==> config.mk <==
export PLATFORM = sky130hd
export DESIGN_NAME = vixen_trace_buffer_flat
export DESIGN_NICKNAME = d
export VERILOG_FILES = /design/src/rtl/vixen_trace_pkg.sv /design/src/rtl/vixen_trace_if.sv /design/src/rtl/vixen_trace_ram.sv /design/src/rtl/vixen_trace_buffer.sv /design/src/flat_wrapper.sv
export SDC_FILE = /design/constraint.sdc
export NUM_CORES = 1
export LEC_CHECK = 0
export BUFFER_PORTS_ARGS = -buffer_cell sky130_fd_sc_hd__buf_2
export CAP_MARGIN = 20
export CORE_MARGIN = 2
export CORE_UTILIZATION = 55
export DETAILED_ROUTE_END_ITERATION = 8
export GPL_ROUTABILITY_DRIVEN = 0
export HOLD_SLACK_MARGIN = 0.12
export PLACE_DENSITY = 0.73
export REMOVE_ABC_BUFFERS = 1
export SYNTH_ARGS = -nofsm -noshare
export SYNTH_HDL_FRONTEND = slang
export SYNTH_HIERARCHICAL = 1
export SYNTH_SLANG_ARGS = --single-unit
export TNS_END_PERCENT = 10
==> constraint.sdc <==
create_clock -name clk -period 6.95 [get_ports clk]
set_clock_uncertainty 0.1 [all_clocks]
set_input_delay 0.3475 -clock clk [delete_from_list [all_inputs] [get_ports clk]]
set_output_delay 0.3475 -clock clk [all_outputs]
set_load 0.005 [all_outputs]
==> src/rtl/vixen_trace_pkg.sv <==
// Shared types and constants for the vixen retired-instruction trace buffer.
package vixen_trace_pkg;

  typedef enum logic [1:0] {
    ST_IDLE    = 2'd0,
    ST_CAPTURE = 2'd1,
    ST_POST    = 2'd2,
    ST_STOPPED = 2'd3
  } trace_state_t;

  typedef enum logic [2:0] {
    CAUSE_NONE      = 3'd0,
    CAUSE_HALT      = 3'd1,
    CAUSE_TRAP      = 3'd2,
    CAUSE_TRIG      = 3'd3,
    CAUSE_TIMEOUT   = 3'd4,
    CAUSE_ARM_ABORT = 3'd5
  } trace_cause_t;

  localparam logic [1:0] MODE_WRAP = 2'd0;
  localparam logic [1:0] MODE_STOP = 2'd1;
  localparam logic [1:0] MODE_TRIG = 2'd2;

  localparam int TRACE_PC_W = 16;
  localparam int TRACE_OP_W = 16;

  // Record layout for the default core widths; matches the flat rd_data packing.
  typedef struct packed {
    logic [TRACE_PC_W-1:0] pc;
    logic [TRACE_OP_W-1:0] op;
    logic [3:0]            flags;
    logic                  halt;
    logic                  trap;
  } trace_rec_t;

  function automatic int rec_w(input int pc_w, input int op_w);
    return pc_w + op_w + 6;
  endfunction

endpackage

==> src/rtl/vixen_trace_if.sv <==
// Probe, control and readback bus between the vixen core/host and the trace buffer.
interface vixen_trace_if
  import vixen_trace_pkg::*;
#(
  parameter int DEPTH = 16,
  parameter int PC_W  = 16,
  parameter int OP_W  = 16
);
  localparam int AW = $clog2(DEPTH);
  localparam int CW = $clog2(DEPTH + 1);
  localparam int RW = rec_w(PC_W, OP_W);

  logic            retire;
  logic [PC_W-1:0] ret_pc;
  logic [OP_W-1:0] ret_op;
  logic [3:0]      ret_flags;
  logic            ret_halt;
  logic            ret_trap;
  logic            arm;
  logic [1:0]      mode;
  logic [PC_W-1:0] trig_pc;
  logic            rd_en;
  logic [AW-1:0]   rd_idx;
  logic            rd_valid;
  logic [RW-1:0]   rd_data;
  logic            rd_err;
  logic [CW-1:0]   count;
  logic [1:0]      state;
  logic [2:0]      cause;
  logic [31:0]     cycles;
  logic [31:0]     retired;

  modport master (
    output retire, ret_pc, ret_op, ret_flags, ret_halt, ret_trap,
    output arm, mode, trig_pc, rd_en, rd_idx,
    input  rd_valid, rd_data, rd_err, count, state, cause, cycles, retired
  );

  modport slave (
    input  retire, ret_pc, ret_op, ret_flags, ret_halt, ret_trap,
    input  arm, mode, trig_pc, rd_en, rd_idx,
    output rd_valid, rd_data, rd_err, count, state, cause, cycles, retired
  );

endinterface

==> src/rtl/vixen_trace_ram.sv <==
// Simple dual-port trace storage: one write port, one registered read port.
module vixen_trace_ram #(
  parameter int DEPTH = 16,
  parameter int W     = 38
) (
  input  logic                     clk,
  input  logic                     we,
  input  logic [$clog2(DEPTH)-1:0] wr_addr,
  input  logic [W-1:0]             wr_data,
  input  logic                     re,
  input  logic [$clog2(DEPTH)-1:0] rd_addr,
  output logic [W-1:0]             rd_data
);
  logic [W-1:0] mem [DEPTH];
  logic [W-1:0] rd_data_q;

  // Read samples the array before the same-edge write lands, giving old data on a collision.
  always_ff @(posedge clk) begin
    if (we) mem[wr_addr] <= wr_data;
    if (re) rd_data_q <= mem[rd_addr];
  end

  assign rd_data = rd_data_q;

endmodule

==> src/rtl/vixen_trace_buffer.sv <==
// Retired-instruction trace capture: circular record store with halt/trap/PC-trigger/watchdog stop.
module vixen_trace_buffer
  import vixen_trace_pkg::*;
#(
  parameter int DEPTH   = 16,
  parameter int PC_W    = 16,
  parameter int OP_W    = 16,
  parameter int POST    = 4,
  parameter int TIMEOUT = 1024
) (
  input logic          clk,
  input logic          rst_n,
  vixen_trace_if.slave bus
);
  localparam int AW = $clog2(DEPTH);
  localparam int CW = $clog2(DEPTH + 1);
  localparam int RW = rec_w(PC_W, OP_W);
  localparam int PW = (POST > 0) ? $clog2(POST + 1) : 1;
  localparam int WW = (TIMEOUT > 0) ? $clog2(TIMEOUT + 1) : 1;

  trace_state_t state_q, state_d;
  trace_cause_t cause_q, cause_d;
  logic [AW-1:0] wr_ptr_q, wr_ptr_d;
  logic [CW-1:0] count_q, count_d;
  logic [PW-1:0] post_q, post_d;
  logic [WW-1:0] wdog_q, wdog_d;
  logic [31:0]   cycles_q, cycles_d;
  logic [31:0]   retired_q, retired_d;
  logic          rd_valid_q, rd_valid_d;
  logic          rd_err_q, rd_err_d;

  logic          capturing;
  logic          accept;
  logic          stop_mode;
  logic [AW-1:0] oldest;
  logic [AW-1:0] rd_addr;
  logic [RW-1:0] wr_data;
  logic [RW-1:0] ram_rd_data;

  assign capturing = (state_q == ST_CAPTURE) || (state_q == ST_POST);
  assign accept    = capturing && bus.retire && !bus.arm;
  assign stop_mode = bus.mode >= MODE_STOP;
  assign oldest    = (count_q == CW'(DEPTH)) ? wr_ptr_q : '0;
  assign rd_addr   = oldest + bus.rd_idx;
  assign wr_data   = {bus.ret_pc, bus.ret_op, bus.ret_flags, bus.ret_halt, bus.ret_trap};

  vixen_trace_ram #(
    .DEPTH (DEPTH),
    .W     (RW)
  ) u_ram (
    .clk     (clk),
    .we      (accept),
    .wr_addr (wr_ptr_q),
    .wr_data (wr_data),
    .re      (bus.rd_en),
    .rd_addr (rd_addr),
    .rd_data (ram_rd_data)
  );

  // Arm always restarts and leaves cause NONE, even when a stop condition coincides with it.
  always_comb begin
    state_d    = state_q;
    cause_d    = cause_q;
    wr_ptr_d   = wr_ptr_q;
    count_d    = count_q;
    post_d     = post_q;
    wdog_d     = wdog_q;
    cycles_d   = cycles_q;
    retired_d  = retired_q;
    rd_valid_d = bus.rd_en;
    rd_err_d   = bus.rd_en && (CW'(bus.rd_idx) >= count_q);

    if (bus.arm) begin
      state_d   = ST_CAPTURE;
      cause_d   = CAUSE_NONE;
      wr_ptr_d  = '0;
      count_d   = '0;
      post_d    = '0;
      wdog_d    = '0;
      cycles_d  = '0;
      retired_d = '0;
    end else if (capturing) begin
      if (cycles_q != 32'hFFFF_FFFF) cycles_d = cycles_q + 32'd1;
      if (bus.retire) begin
        wr_ptr_d = wr_ptr_q + 1'b1;
        wdog_d   = '0;
        if (count_q != CW'(DEPTH)) count_d = count_q + 1'b1;
        if (retired_q != 32'hFFFF_FFFF) retired_d = retired_q + 32'd1;
        if (stop_mode && bus.ret_trap) begin
          state_d = ST_STOPPED;
          cause_d = CAUSE_TRAP;
        end else if (stop_mode && bus.ret_halt) begin
          state_d = ST_STOPPED;
          cause_d = CAUSE_HALT;
        end else if (state_q == ST_POST) begin
          post_d = post_q - 1'b1;
          if (post_q == PW'(1)) begin
            state_d = ST_STOPPED;
            cause_d = CAUSE_TRIG;
          end
        end else if (bus.mode == MODE_TRIG && bus.ret_pc == bus.trig_pc) begin
          if (POST == 0) begin
            state_d = ST_STOPPED;
            cause_d = CAUSE_TRIG;
          end else begin
            state_d = ST_POST;
            post_d  = PW'(POST);
          end
        end
      end else if (TIMEOUT != 0) begin
        wdog_d = wdog_q + 1'b1;
        if (wdog_d == WW'(TIMEOUT)) begin
          state_d = ST_STOPPED;
          cause_d = CAUSE_TIMEOUT;
        end
      end
    end
  end

  always_ff @(posedge clk or negedge rst_n) begin
    if (!rst_n) begin
      state_q    <= ST_IDLE;
      cause_q    <= CAUSE_NONE;
      wr_ptr_q   <= '0;
      count_q    <= '0;
      post_q     <= '0;
      wdog_q     <= '0;
      cycles_q   <= '0;
      retired_q  <= '0;
      rd_valid_q <= 1'b0;
      rd_err_q   <= 1'b0;
    end else begin
      state_q    <= state_d;
      cause_q    <= cause_d;
      wr_ptr_q   <= wr_ptr_d;
      count_q    <= count_d;
      post_q     <= post_d;
      wdog_q     <= wdog_d;
      cycles_q   <= cycles_d;
      retired_q  <= retired_d;
      rd_valid_q <= rd_valid_d;
      rd_err_q   <= rd_err_d;
    end
  end

  // RAM has no reset, so data is masked to zero unless a valid in-range read completed.
  assign bus.rd_data  = (rd_valid_q && !rd_err_q) ? ram_rd_data : '0;
  assign bus.rd_valid = rd_valid_q;
  assign bus.rd_err   = rd_err_q;
  assign bus.count    = count_q;
  assign bus.state    = state_q;
  assign bus.cause    = cause_q;
  assign bus.cycles   = cycles_q;
  assign bus.retired  = retired_q;

endmodule

==> src/flat_wrapper.sv <==
// flat-port wrapper written by rule: the top's interface ports become plain ports
module vixen_trace_buffer_flat import vixen_trace_pkg::*;
#(
  parameter int DEPTH   = 16,
  parameter int PC_W    = 16,
  parameter int OP_W    = 16,
  parameter int POST    = 4,
  parameter int TIMEOUT = 1024
)
  (clk, rst_n, bus_retire, bus_ret_pc, bus_ret_op, bus_ret_flags, bus_ret_halt, bus_ret_trap, bus_arm, bus_mode, bus_trig_pc, bus_rd_en, bus_rd_idx, bus_rd_valid, bus_rd_data, bus_rd_err, bus_count, bus_state, bus_cause, bus_cycles, bus_retired);
  vixen_trace_if #(.DEPTH(DEPTH), .PC_W(PC_W), .OP_W(OP_W)) bus_i ();
  input logic clk;
  input logic rst_n;
  input wire logic [$bits(bus_i.retire)-1:0] bus_retire;
  input wire logic [$bits(bus_i.ret_pc)-1:0] bus_ret_pc;
  input wire logic [$bits(bus_i.ret_op)-1:0] bus_ret_op;
  input wire logic [$bits(bus_i.ret_flags)-1:0] bus_ret_flags;
  input wire logic [$bits(bus_i.ret_halt)-1:0] bus_ret_halt;
  input wire logic [$bits(bus_i.ret_trap)-1:0] bus_ret_trap;
  input wire logic [$bits(bus_i.arm)-1:0] bus_arm;
  input wire logic [$bits(bus_i.mode)-1:0] bus_mode;
  input wire logic [$bits(bus_i.trig_pc)-1:0] bus_trig_pc;
  input wire logic [$bits(bus_i.rd_en)-1:0] bus_rd_en;
  input wire logic [$bits(bus_i.rd_idx)-1:0] bus_rd_idx;
  output wire logic [$bits(bus_i.rd_valid)-1:0] bus_rd_valid;
  output wire logic [$bits(bus_i.rd_data)-1:0] bus_rd_data;
  output wire logic [$bits(bus_i.rd_err)-1:0] bus_rd_err;
  output wire logic [$bits(bus_i.count)-1:0] bus_count;
  output wire logic [$bits(bus_i.state)-1:0] bus_state;
  output wire logic [$bits(bus_i.cause)-1:0] bus_cause;
  output wire logic [$bits(bus_i.cycles)-1:0] bus_cycles;
  output wire logic [$bits(bus_i.retired)-1:0] bus_retired;
  assign bus_i.retire = bus_retire;
  assign bus_i.ret_pc = bus_ret_pc;
  assign bus_i.ret_op = bus_ret_op;
  assign bus_i.ret_flags = bus_ret_flags;
  assign bus_i.ret_halt = bus_ret_halt;
  assign bus_i.ret_trap = bus_ret_trap;
  assign bus_i.arm = bus_arm;
  assign bus_i.mode = bus_mode;
  assign bus_i.trig_pc = bus_trig_pc;
  assign bus_i.rd_en = bus_rd_en;
  assign bus_i.rd_idx = bus_rd_idx;
  assign bus_rd_valid = bus_i.rd_valid;
  assign bus_rd_data = bus_i.rd_data;
  assign bus_rd_err = bus_i.rd_err;
  assign bus_count = bus_i.count;
  assign bus_state = bus_i.state;
  assign bus_cause = bus_i.cause;
  assign bus_cycles = bus_i.cycles;
  assign bus_retired = bus_i.retired;
  vixen_trace_buffer #(.DEPTH(DEPTH), .PC_W(PC_W), .OP_W(OP_W), .POST(POST), .TIMEOUT(TIMEOUT)) u_core (.clk(clk), .rst_n(rst_n), .bus(bus_i));
endmodule
==> key figures, run 1 <==
Drt
  – DRT iter0 DRCs: 1450
  – Pre-antenna DRT Iters: 7
  – WL/cell: 26.12 µm
  – Via count: 16390
  – Routed wire length: 69.21 mm
  – Via/cell ratio: 6.189
  – Antenna-violating nets left: 0
  – DRC: 2

Die
  – DIE HEIGHT: 236.7 µm
  – Die extent in x: 236.7 µm
  – Die area: 56020 µm²
  – # IOs: 179
  – Cell Rows: 85
  – Starting Density: 55.45%
  – Core area: 53710 µm²

Hold path
  – Hold crit path type: input port to register

Logic synthesis
  – Post-synth EDFFs: 646
  – Cell variety after synth: 70
  – Main synth FF type: edfxtp_1
  – Register area share after synthesis: 73.04%
  – Ys Warns: 6
  – Cells after Synth: 1639
  – Ys async rst share: 12.70%
  – Ranking of synthesized cells by area: edfxtp_1 65%, mux4_2 11%, dfrtp_1 7.9%
  – FF+latch count, synth: 740
  – Avg Cell Area, Syn: 18.17 µm²
  – Top cell type's share of synthesized area: 65.14%
  – Synth area leader: edfxtp_1
  – Syn Std Cell Area: 29780 µm²

Timing
  – Period utilisation layout: 60.59%
  – RSZ-0062 raised after global routing: no
  – Post-layout min period: 4211 ps
  – Max-slew violations: 0
  – Worst hold slack: 181.9 ps
  – Final setup fails: 0
  – Worst-Margin Slew: 1038 ps
  – Slew margin rel.: 30.26%
  – Final worst slack: 2739 ps
  – Hold Violations, Final: 0
  – FMAX: 237.5 MHz

Power
  – P_sw: 1.942 mW
  – LEAKAGE: 11.97 nW
  – Comb pwr share: 4.9%
  – Maximum vdd drop: 0.1849 mV
  – Sw frac: 20.56%
  – Internal power: 7.503 mW
  – Sequential power share: 52.0%
  – Power per Cell Area: 273.6 nW/µm²
  – Clk pwr share: 43.1%

Clock network
  – Post-cts resize count: 0
  – Root Driver: clkbuf_16
  – Clk sinks: 740
  – CTS Buf Count: 74
  – CTS tree: built
  – # H-tree levels: 3
  – Clk buf depth: 3
  – Clock slew at reported path FFs: 60 ps
  – Worst skew pair latency: 610 ps

Status
  – Failing checks: design-rule violations
  – Outcome: finished with violations

Layout
  – Final instance area: 34510 µm²
  – Commonest non-fill, non-tap cell in the layout: edfxtp_1
  – Area Overhead vs Synth: 15.90%
  – Most frequent cells in the layout: 646 x edfxtp_1, 177 x buf_2, 152 x mux4_2
  – Final nets: 1974
  – Filler cell count in the final layout: 3591
  – Share of cells above drive strength 1: 26.84%

Run
  – Max-Cap Viols: 0

Global route
  – GRT Total Usage: 25.05%
  – First-pass GRT wire length: 103.8 mm
  – Vias in the first global route: 16660
  – Antenna violations before repair: 5
  – Largest net degree at the start of global routing: 98
  – GRT overflow: 0

Critical path
  – Crit Path Class: register to register
  – CP startpoint kind: register
  – Crit-path cells: inv_1, ha_1, and4_1, and2_1, ha_4, inv_1, fa_1, inv_6, buf_4, mux4_2, a22oi_1, nand2_1
  – Critical Path Most Common Cell: inv_1
  – Worst-path fanout max: 90
  – CP peak stage delay: 690 ps
  – Critical path's slowest cell: inv_6
  – Crit path DAT: 4450 ps
  – Setup crit end kind: register
  – Crit path required time: 7190 ps

Placed design
  – Setup WS pre-CTS: 2727 ps
  – Placed cell area: 31550 µm²
  – Hpwl dp: 36.11 mm
  – IO Port Bufs: 178
final cells by class:
| class | count | area [µm²] | area share (%) |
|---|---|---|---|
| antenna | 1 | 2.502 | 0.007250 |
| sequential | 740 | 21750 | 63.02 |
| tap | 696 | 870.8 | 2.523 |
| timing repair buffer | 250 | 1572 | 4.553 |
| multi-input combinational | 805 | 7722 | 22.37 |
| inverter | 21 | 83.83 | 0.2429 |
| clock inverter | 45 | 471.7 | 1.367 |
| clock buffer | 91 | 2041 | 5.913 |
power by group through the flow:
stage / Combinational [mW] / Clock, mW / Sequential, mW
final: 0.461 / 4.07 / 4.92
after global routing: 0.502 / 4.29 / 4.92
after CTS: 0.465 / 4.13 / 4.92
after detailed placement: 0.442 / 0 / 5.01
after global placement: 0.431 / 0 / 5.01
after floorplan: 0.267 / 0 / 5.00
stage by stage:
step	total power [mW]	setup TNS, ps	utilization, %	instances
after global routing	9.712	0	64.26	2648
after CTS	9.514	0	64.21	2647
after global placement	5.438	0	58.75	2469
final	9.444	0	64.26	2649
after floorplan	5.269	-41120	-	1566
after detailed placement	5.451	0	58.75	2469
repair_timing:
action                                  in CTS  in global routing
endpoints found under the setup margin       0                  0
hold buffers                                42                  0
endpoints found under the hold margin      632                  0
buffers inserted                             0                  0
synth_stat cells, drive strengths merged (7+ instances only):
master,count
edfxtp,646
mux4,152
buf,36
nor2,84
or3,15
inv,21
nand4,27
nor4,15
and3,11
dfrtp,94
ha,16
nand3,39
nand2b,7
and2,43
nand2,87
a21oi,18
xnor2,41
o21ai,33
nor3,34
a22oi,76
xor2,33
and4,10
clkbuf,37
worst max-delay path: cells and delay by family, from the launching register on:
kind | cells | cell delay (ps)
adder cells (fa/ha/maj) | 3 | 810
flip-flops | 1 | 440
buffers and inverters | 4 | 1380
AO/OA/AOI/OAI | 1 | 220
multiplexers | 1 | 400
AND/OR/NAND/NOR | 3 | 530
per-layer routing:
| metal | global-route usage (%) | wire length (µm) |
|---|---|---|
| met5 | 0 | 35 |
| met4 | 6.770 | 1710 |
| met3 | 5.712 | 5558 |
| met2 | 41.97 | 34800 |
| met1 | 33.46 | 27100 |
worst paths after layout:
kind	startpoint	to	slack [ps]	depth (start not counted)
hold / removal	bus_rd_idx[3]	u_core/bus.rd_err$_DFF_PN0_	180	4
hold reg to reg	u_core/bus.cause[0]$_DFFE_PN0P_	u_core/bus.cause[0]$_DFFE_PN0P_	390	1
min in group asynchronous	rst_n	u_core/bus.retired[30]$_DFFE_PN0P_	410	3
setup / recovery	u_core/bus.count[0]$_DFFE_PN0P_	u_core/u_ram/rd_data[15]$_DFFE_PP_	2740	12
setup reg to reg	u_core/bus.count[0]$_DFFE_PN0P_	u_core/u_ram/rd_data[15]$_DFFE_PP_	2740	12
max in group asynchronous	rst_n	u_core/wdog_q[2]$_DFFE_PN0P_	5680	3
state kept, by name, summed over array words and instances (netlist names):
signal                count
u_core/bus.cause          3
u_core/bus.count          5
u_core/bus.cycles        32
u_core/bus.rd_err         1
u_core/bus.rd_valid       1
u_core/bus.retired       32
u_core/bus.state          2
u_core/post_q             3
u_core/u_ram/mem        608
u_core/u_ram/rd_data     38
u_core/wdog_q            11
u_core/wr_ptr_q           4
cells by family after synthesis:
group                    after synthesis  share of synthesized area (%)
AND/OR/NAND/NOR                      399                          7.105
adder cells (fa/ha/maj)               17                         0.7395
buffers and inverters                 94                          1.542
multiplexers                         157                          11.68
flip-flops                           740                          73.04
XOR/XNOR                              74                          2.176
AO/OA/AOI/OAI                        158                          3.719
Power figures use the tool's default switching activity.
==> inputs of run 2 (changes only) <==
--- a/config.mk
+++ b/config.mk
@@ -12,7 +12,7 @@
 export DETAILED_ROUTE_END_ITERATION = 8
 export GPL_ROUTABILITY_DRIVEN = 0
 export HOLD_SLACK_MARGIN = 0.12
-export PLACE_DENSITY = 0.73
+export PLACE_DENSITY = 0.76
 export REMOVE_ABC_BUFFERS = 1
 export SYNTH_ARGS = -nofsm -noshare
 export SYNTH_HDL_FRONTEND = slang
==> constraint.sdc (replaced) <==
create_clock -name clk -period 3.65 [get_ports clk]
set_clock_uncertainty 0.1 [all_clocks]
set_input_delay 0.1825 -clock clk [delete_from_list [all_inputs] [get_ports clk]]
set_output_delay 0.1825 -clock clk [all_outputs]
set_load 0.005 [all_outputs]
==> run 2 against run 1 <==
  * The run now ends clean
  * Global-route usage grew 0.51 points
  * Total power is 87% higher
  * Non-clock buffer count grew 18
  * Sequential power rose by 90%
==> key figures, run 2 (same netlist as run 1, synthesis figures left out) <==
Status
  – Outcome: completed

Critical path
  – Worst-path fanout max: 20
  – Crit Path Class: register to register
  – R2r setup slk: 180 ps
  – CP peak stage delay: 470 ps
  – Setup crit end kind: register
  – Critical path's slowest cell: fa_1
  – Crit path DAT: 3740 ps
  – Crit path launch: u_core/bus.count[0]$_DFFE_PN0P_
  – Reg-to-reg startpoint: u_core/bus.count[0]$_DFFE_PN0P_
  – Crit path required time: 3910 ps
  – Crit-path cells: inv_1, ha_1, and4_1, and2_1, ha_4, inv_1, fa_1, inv_6, buf_4, mux4_2, a22oi_1, nand2_1
  – CP startpoint kind: register
  – Critical Path Most Common Cell: inv_1

Timing
  – Setup TNS: 0 ps
  – Hold Violations, Final: 0
  – Period utilisation layout: 95.12%
  – Worst-Margin Slew: 1062 ps
  – Final setup fails: 0
  – Post-layout min period: 3472 ps
  – Max-slew violations: 0
  – Final worst slack: 178.0 ps
  – FMAX: 288.0 MHz
  – RSZ-0062 raised after global routing: no
  – Slew margin rel.: 29.17%

Global route
  – Largest net degree at the start of global routing: 76
  – GRT overflow: 0
  – First-pass GRT wire length: 105.6 mm
  – Antenna violations before repair: 4
  – Vias in the first global route: 17080
  – GRT Total Usage: 25.56%

Placed design
  – Hpwl dp: 36.60 mm
  – Setup WS pre-CTS: 217.7 ps
  – IO Port Bufs: 178

Die
  – Starting Density: 55.45%
  – Die area: 56020 µm²
  – Cell Rows: 85
  – Die extent in x: 236.7 µm
  – DIE HEIGHT: 236.7 µm
  – # IOs: 179
  – Core area: 53710 µm²

Layout
  – Most frequent cells in the layout: 646 x edfxtp_1, 177 x buf_2, 152 x mux4_2
  – Top reg by flops: u_core/u_ram/mem
  – Area Overhead vs Synth: 16.87%
  – Max reg flops: 608
  – Commonest non-fill, non-tap cell in the layout: edfxtp_1
  – Final Util: 64.80%
  – Share of cells above drive strength 1: 26.35%
  – Final nets: 1992

Clock network
  – Worst skew pair latency: 620 ps
  – Clk buf depth: 3
  – # Post-CTS Setup Buffers: 0
  – # H-tree levels: 3
  – Clk sinks: 740
  – Root Driver: clkbuf_16
  – CTS tree: built
  – Clock slew at reported path FFs: 60 ps
  – CTS Buf Count: 73

Drt
  – Routed wire length: 71.06 mm
  – Antenna-violating nets left: 0
  – WL/cell: 26.67 µm
  – DRT iter0 DRCs: 1446
  – Via/cell ratio: 6.288
  – DRC: 0
  – Via count: 16750
  – Pre-antenna DRT Iters: 5

Power
  – LEAKAGE: 12.04 nW
  – Maximum vdd drop: 0.3231 mV
  – Total Power: 17.65 mW
  – Power per Cell Area: 507.0 nW/µm²

Hold path
  – Hold wc startpoint: bus_rd_idx[2]
  – Hold crit path type: input port to register

Run
  – Max-Cap Viols: 0
run 2: cell types whose count changed in the layout (fill, tap and decap cells not counted), sizes merged, moves of 3 or more:
cell,before,now
buf,208,221
bufinv,9,6
clkbuf,91,94
clkinv,30,26
clkinvlp,5,2
dlygate4sd3,42,47
run 2: path summary, 6_finish.rpt:
path	to	cells past startpoint
min	u_core/bus.rd_err$_DFF_PN0_	5
min in group asynchronous	u_core/bus.count[1]$_DFFE_PN0P_	2
max reg2reg	u_core/u_ram/rd_data[0]$_DFFE_PP_	12
min reg2reg	u_core/bus.cause[0]$_DFFE_PN0P_	1
max	u_core/u_ram/rd_data[0]$_DFFE_PP_	12
max in group asynchronous	u_core/bus.cycles[19]$_DFFE_PN0P_	3
run 2: cell type report:
type	instances	area, µm²
Antenna cell	2	5.005
Sequential cell	740	21750
Clock inverter	37	374.1
Multi-Input combinational cell	806	7736
Tap cell	696	870.8
Fill cell	3564	18900
Timing Repair Buffer	268	2024
Clock buffer	94	1958
Inverter	21	83.83
run 2: timing repair:
| action | in CTS | in global routing |
|---|---|---|
| hold endpoints to repair | 762 | 0 |
| endpoints found under the setup margin | 0 | 1 |
| gates resized for setup | 0 | 1 |
| hold buffers | 47 | 0 |
run 2: layer usage:
metal | track usage [%] | share of wire [%]
met1 | 34.60 | 38
met2 | 42.68 | 51
met3 | 4.558 | 8.3
met4 | 8.343 | 2.8
met5 | 0 | 0.011
run 2: per-stage QoR:
step	instances	cell area (µm²)	hold WS, ps
2_1_floorplan	1566	29400	-213.1
3_3_place_gp	2483	31980	271.3
3_5_place_dp	2483	31980	284.1
4_1_cts	2661	34780	128.7
5_1_grt	2663	34800	166.2
6_report	2664	34800	137.2
run 2: where the power goes:
part,switching [mW],internal [mW]
clock,3.12,4.24
combinational,0.546,0.377
sequential,0.0514,9.31
total,3.72,13.9
run 2: worst max-delay path: cells and delay by family (launching register included):
| kind | cells | cell delay (ps) |
|---|---|---|
| AND/OR/NAND/NOR | 3 | 530 |
| adder cells (fa/ha/maj) | 3 | 830 |
| flip-flops | 1 | 440 |
| multiplexers | 1 | 350 |
| AO/OA/AOI/OAI | 1 | 240 |
| buffers and inverters | 4 | 720 |
==> inputs of run 3 (changes only) <==
--- a/config.mk
+++ b/config.mk
@@ -9,6 +9,7 @@
 export CAP_MARGIN = 20
 export CORE_MARGIN = 2
 export CORE_UTILIZATION = 55
+export CTS_BUF_LIST = sky130_fd_sc_hd__clkbuf_8
 export DETAILED_ROUTE_END_ITERATION = 8
 export GPL_ROUTABILITY_DRIVEN = 0
 export HOLD_SLACK_MARGIN = 0.12
==> run 3 against run 2 <==
  * Worst hold slack gained 110 ps
  * Sequential share of layout area grew 0.22 points
  * Wire length shrank 4.4%
  * Count of clock-buffer cells in the layout grew 23
  * Critical path depth is the same
  * Total power shrank 4.8%
  * Clock power shrank 11%
  * Global-route usage shrank 0.97 points
  * Via count shrank 0.96%
  * Largest cell class unchanged
==> key figures, run 3 (same netlist as run 1, synthesis figures left out) <==
Status
  – Outcome: completed

Critical path
  – CP peak stage delay: 470 ps
  – Critical Path Most Common Cell: inv_1
  – Reg-to-reg startpoint: u_core/bus.count[0]$_DFFE_PN0P_
  – Crit path DAT: 3790 ps
  – Crit-path cells: inv_1, ha_1, and4_1, and2_1, ha_4, inv_1, fa_1, inv_6, buf_4, mux4_2, a22oi_1, nand2_1
  – Crit Path Class: register to register
  – Depth of the most critical reg-to-reg path: 12
  – R2r setup slk: 210 ps
  – CP startpoint kind: register
  – Worst-path fanout max: 20
  – Crit path required time: 4010 ps
  – Setup crit end kind: register
  – Critical path's slowest cell: fa_1
  – Worst R2R End: u_core/u_ram/rd_data[25]$_DFFE_PP_

Global route
  – First-pass GRT wire length: 101.9 mm
  – GRT overflow: 0
  – Largest net degree at the start of global routing: 76
  – GRT Total Usage: 24.59%
  – Vias in the first global route: 17040
  – Antenna violations before repair: 3

Hold path
  – Hold wc startpoint: bus_trig_pc[5]
  – Hold depth: 7
  – Hold crit path type: input port to register
  – Min-Delay Endpoint: u_core/bus.state[0]$_DFFE_PN0P_

Clock network
  – CTS tree: built
  – CTS Buf Count: 111
  – Worst skew pair latency: 710 ps
  – Post-cts resize count: 0
  – Root Driver: clkbuf_8
  – Clk buf depth: 3
  – # H-tree levels: 3
  – Clock slew at reported path FFs: 60 ps
  – Clk sinks: 740

Timing
  – Final setup fails: 0
  – Post-layout min period: 3437 ps
  – Worst hold slack: 250.0 ps
  – Hold Violations, Final: 0
  – Max-slew violations: 0
  – Worst-Margin Slew: 1046 ps
  – Setup TNS: 0 ps
  – FMAX: 290.9 MHz
  – Period utilisation layout: 94.18%
  – RSZ-0062 raised after global routing: no
  – Slew margin rel.: 29.76%

Layout
  – Share of cells above drive strength 1: 27.45%
  – Final nets: 2033
  – Area Overhead vs Synth: 16.46%
  – Final instance area: 34680 µm²
  – Final Util: 64.57%
  – Max reg flops: 608
  – Commonest non-fill, non-tap cell in the layout: edfxtp_1
  – Top reg by flops: u_core/u_ram/mem
  – Most frequent cells in the layout: 646 x edfxtp_1, 177 x buf_2, 152 x mux4_2

Power
  – Power per Cell Area: 484.3 nW/µm²
  – LEAKAGE: 12.16 nW
  – Total Power: 16.80 mW
  – Maximum vdd drop: 0.3300 mV

Drt
  – Via count: 16590
  – DRT met1 WL: 26.73 mm
  – Metal3 WL: 5.702 mm
  – Top sig layer: met5
  – Antenna-violating nets left: 0
  – WL/cell: 24.78 µm
  – Detail Route met2 WL: 33.72 mm
  – DRT iter0 DRCs: 1504
  – Pre-antenna DRT Iters: 5
  – Via/cell ratio: 6.053
  – DRC: 0
  – Routed wire length: 67.92 mm

Die
  – Die area: 56020 µm²
  – Cell Rows: 85
  – # IOs: 179
  – Die extent in x: 236.7 µm
  – DIE HEIGHT: 236.7 µm
  – Starting Density: 55.45%
  – Core area: 53710 µm²

Run
  – Max-Cap Viols: 0

Placed design
  – Hpwl dp: 36.60 mm
  – Placed cell area: 31980 µm²
  – IO Port Bufs: 178
==> run 3: cell count changes in the layout (fill, tap and decap cells not counted), moves of 2 or more <==
cell           before  now
inv_1              19   54
clkbuf_8            1  117
clkbuf_16          75    0
clkinv_2            7   13
clkinv_4            2    0
inv_12              0    2
clkinv_1           15   29
clkbuf_1           18    0
dlygate4sd3_1      47   50
==> run 3: worst max path at each step <==
stage	startpoint	to	slack [ps]	cells past startpoint
finish	u_core/bus.count[0]$_DFFE_PN0P_	u_core/u_ram/rd_data[25]$_DFFE_PP_	210	12
global route	u_core/bus.count[0]$_DFFE_PN0P_	u_core/u_ram/rd_data[32]$_DFFE_PP_	50	13
CTS	u_core/bus.count[1]$_DFFE_PN0P_	u_core/u_ram/rd_data[0]$_DFFE_PP_	210	12
detailed placement	u_core/bus.count[0]$_DFFE_PN0P_	u_core/u_ram/rd_data[0]$_DFFE_PP_	220	12
global placement	u_core/bus.count[0]$_DFFE_PN0P_	u_core/u_ram/rd_data[31]$_DFFE_PP_	330	12
floorplan	u_core/bus.count[0]$_DFFE_PN0P_	u_core/u_ram/rd_data[0]$_DFFE_PP_	-4380	8
==> run 3: stage by stage <==
stage / instances / setup slack [ps]
after global routing: 2740 / 46.05
after detailed placement: 2483 / 217.7
final: 2741 / 212.6
after CTS: 2740 / 209.1
after global placement: 2483 / 331.9
after floorplan: 1566 / -4383
==> run 3: repair_timing <==
action	in CTS	in global routing
hold buffers	51	0
buffers inserted	0	0
hold endpoints to repair	780	0
==> run 3: worst max-delay path: cells and delay by family (launching register included) <==
kind | cells | cell delay [ps]
AO/OA/AOI/OAI | 1 | 250
multiplexers | 1 | 340
adder cells (fa/ha/maj) | 3 | 830
flip-flops | 1 | 450
AND/OR/NAND/NOR | 3 | 540
buffers and inverters | 4 | 670
==> run 3: final cells by class <==
| type | instances | area (µm²) |
|---|---|---|
| Antenna cell | 1 | 2.502 |
| Clock buffer | 117 | 1610 |
| Multi-Input combinational cell | 805 | 7722 |
| Clock inverter | 89 | 558.0 |
| Timing Repair Buffer | 272 | 2082 |
| Sequential cell | 740 | 21750 |
| Fill cell | 3597 | 19030 |
| Tap cell | 696 | 870.8 |
| Inverter | 21 | 83.83 |
==> run 3: layer usage <==
layer  vias to the layer above  track usage (%)
li1                       7200                -
met1                      8556            33.25
met2                       705            40.14
met3                       127            5.759
met4                         4            7.806
met5                         -                0
==> run 3: power by group <==
| group | switching, mW | leakage (nW) | internal, mW |
|---|---|---|---|
| Combinational | 0.530 | 3.78 | 0.382 |
| Clock | 3.11 | 1.24 | 3.41 |
| Sequential | 0.0501 | 7.15 | 9.31 |
| Total | 3.69 | 12.2 | 13.1 |
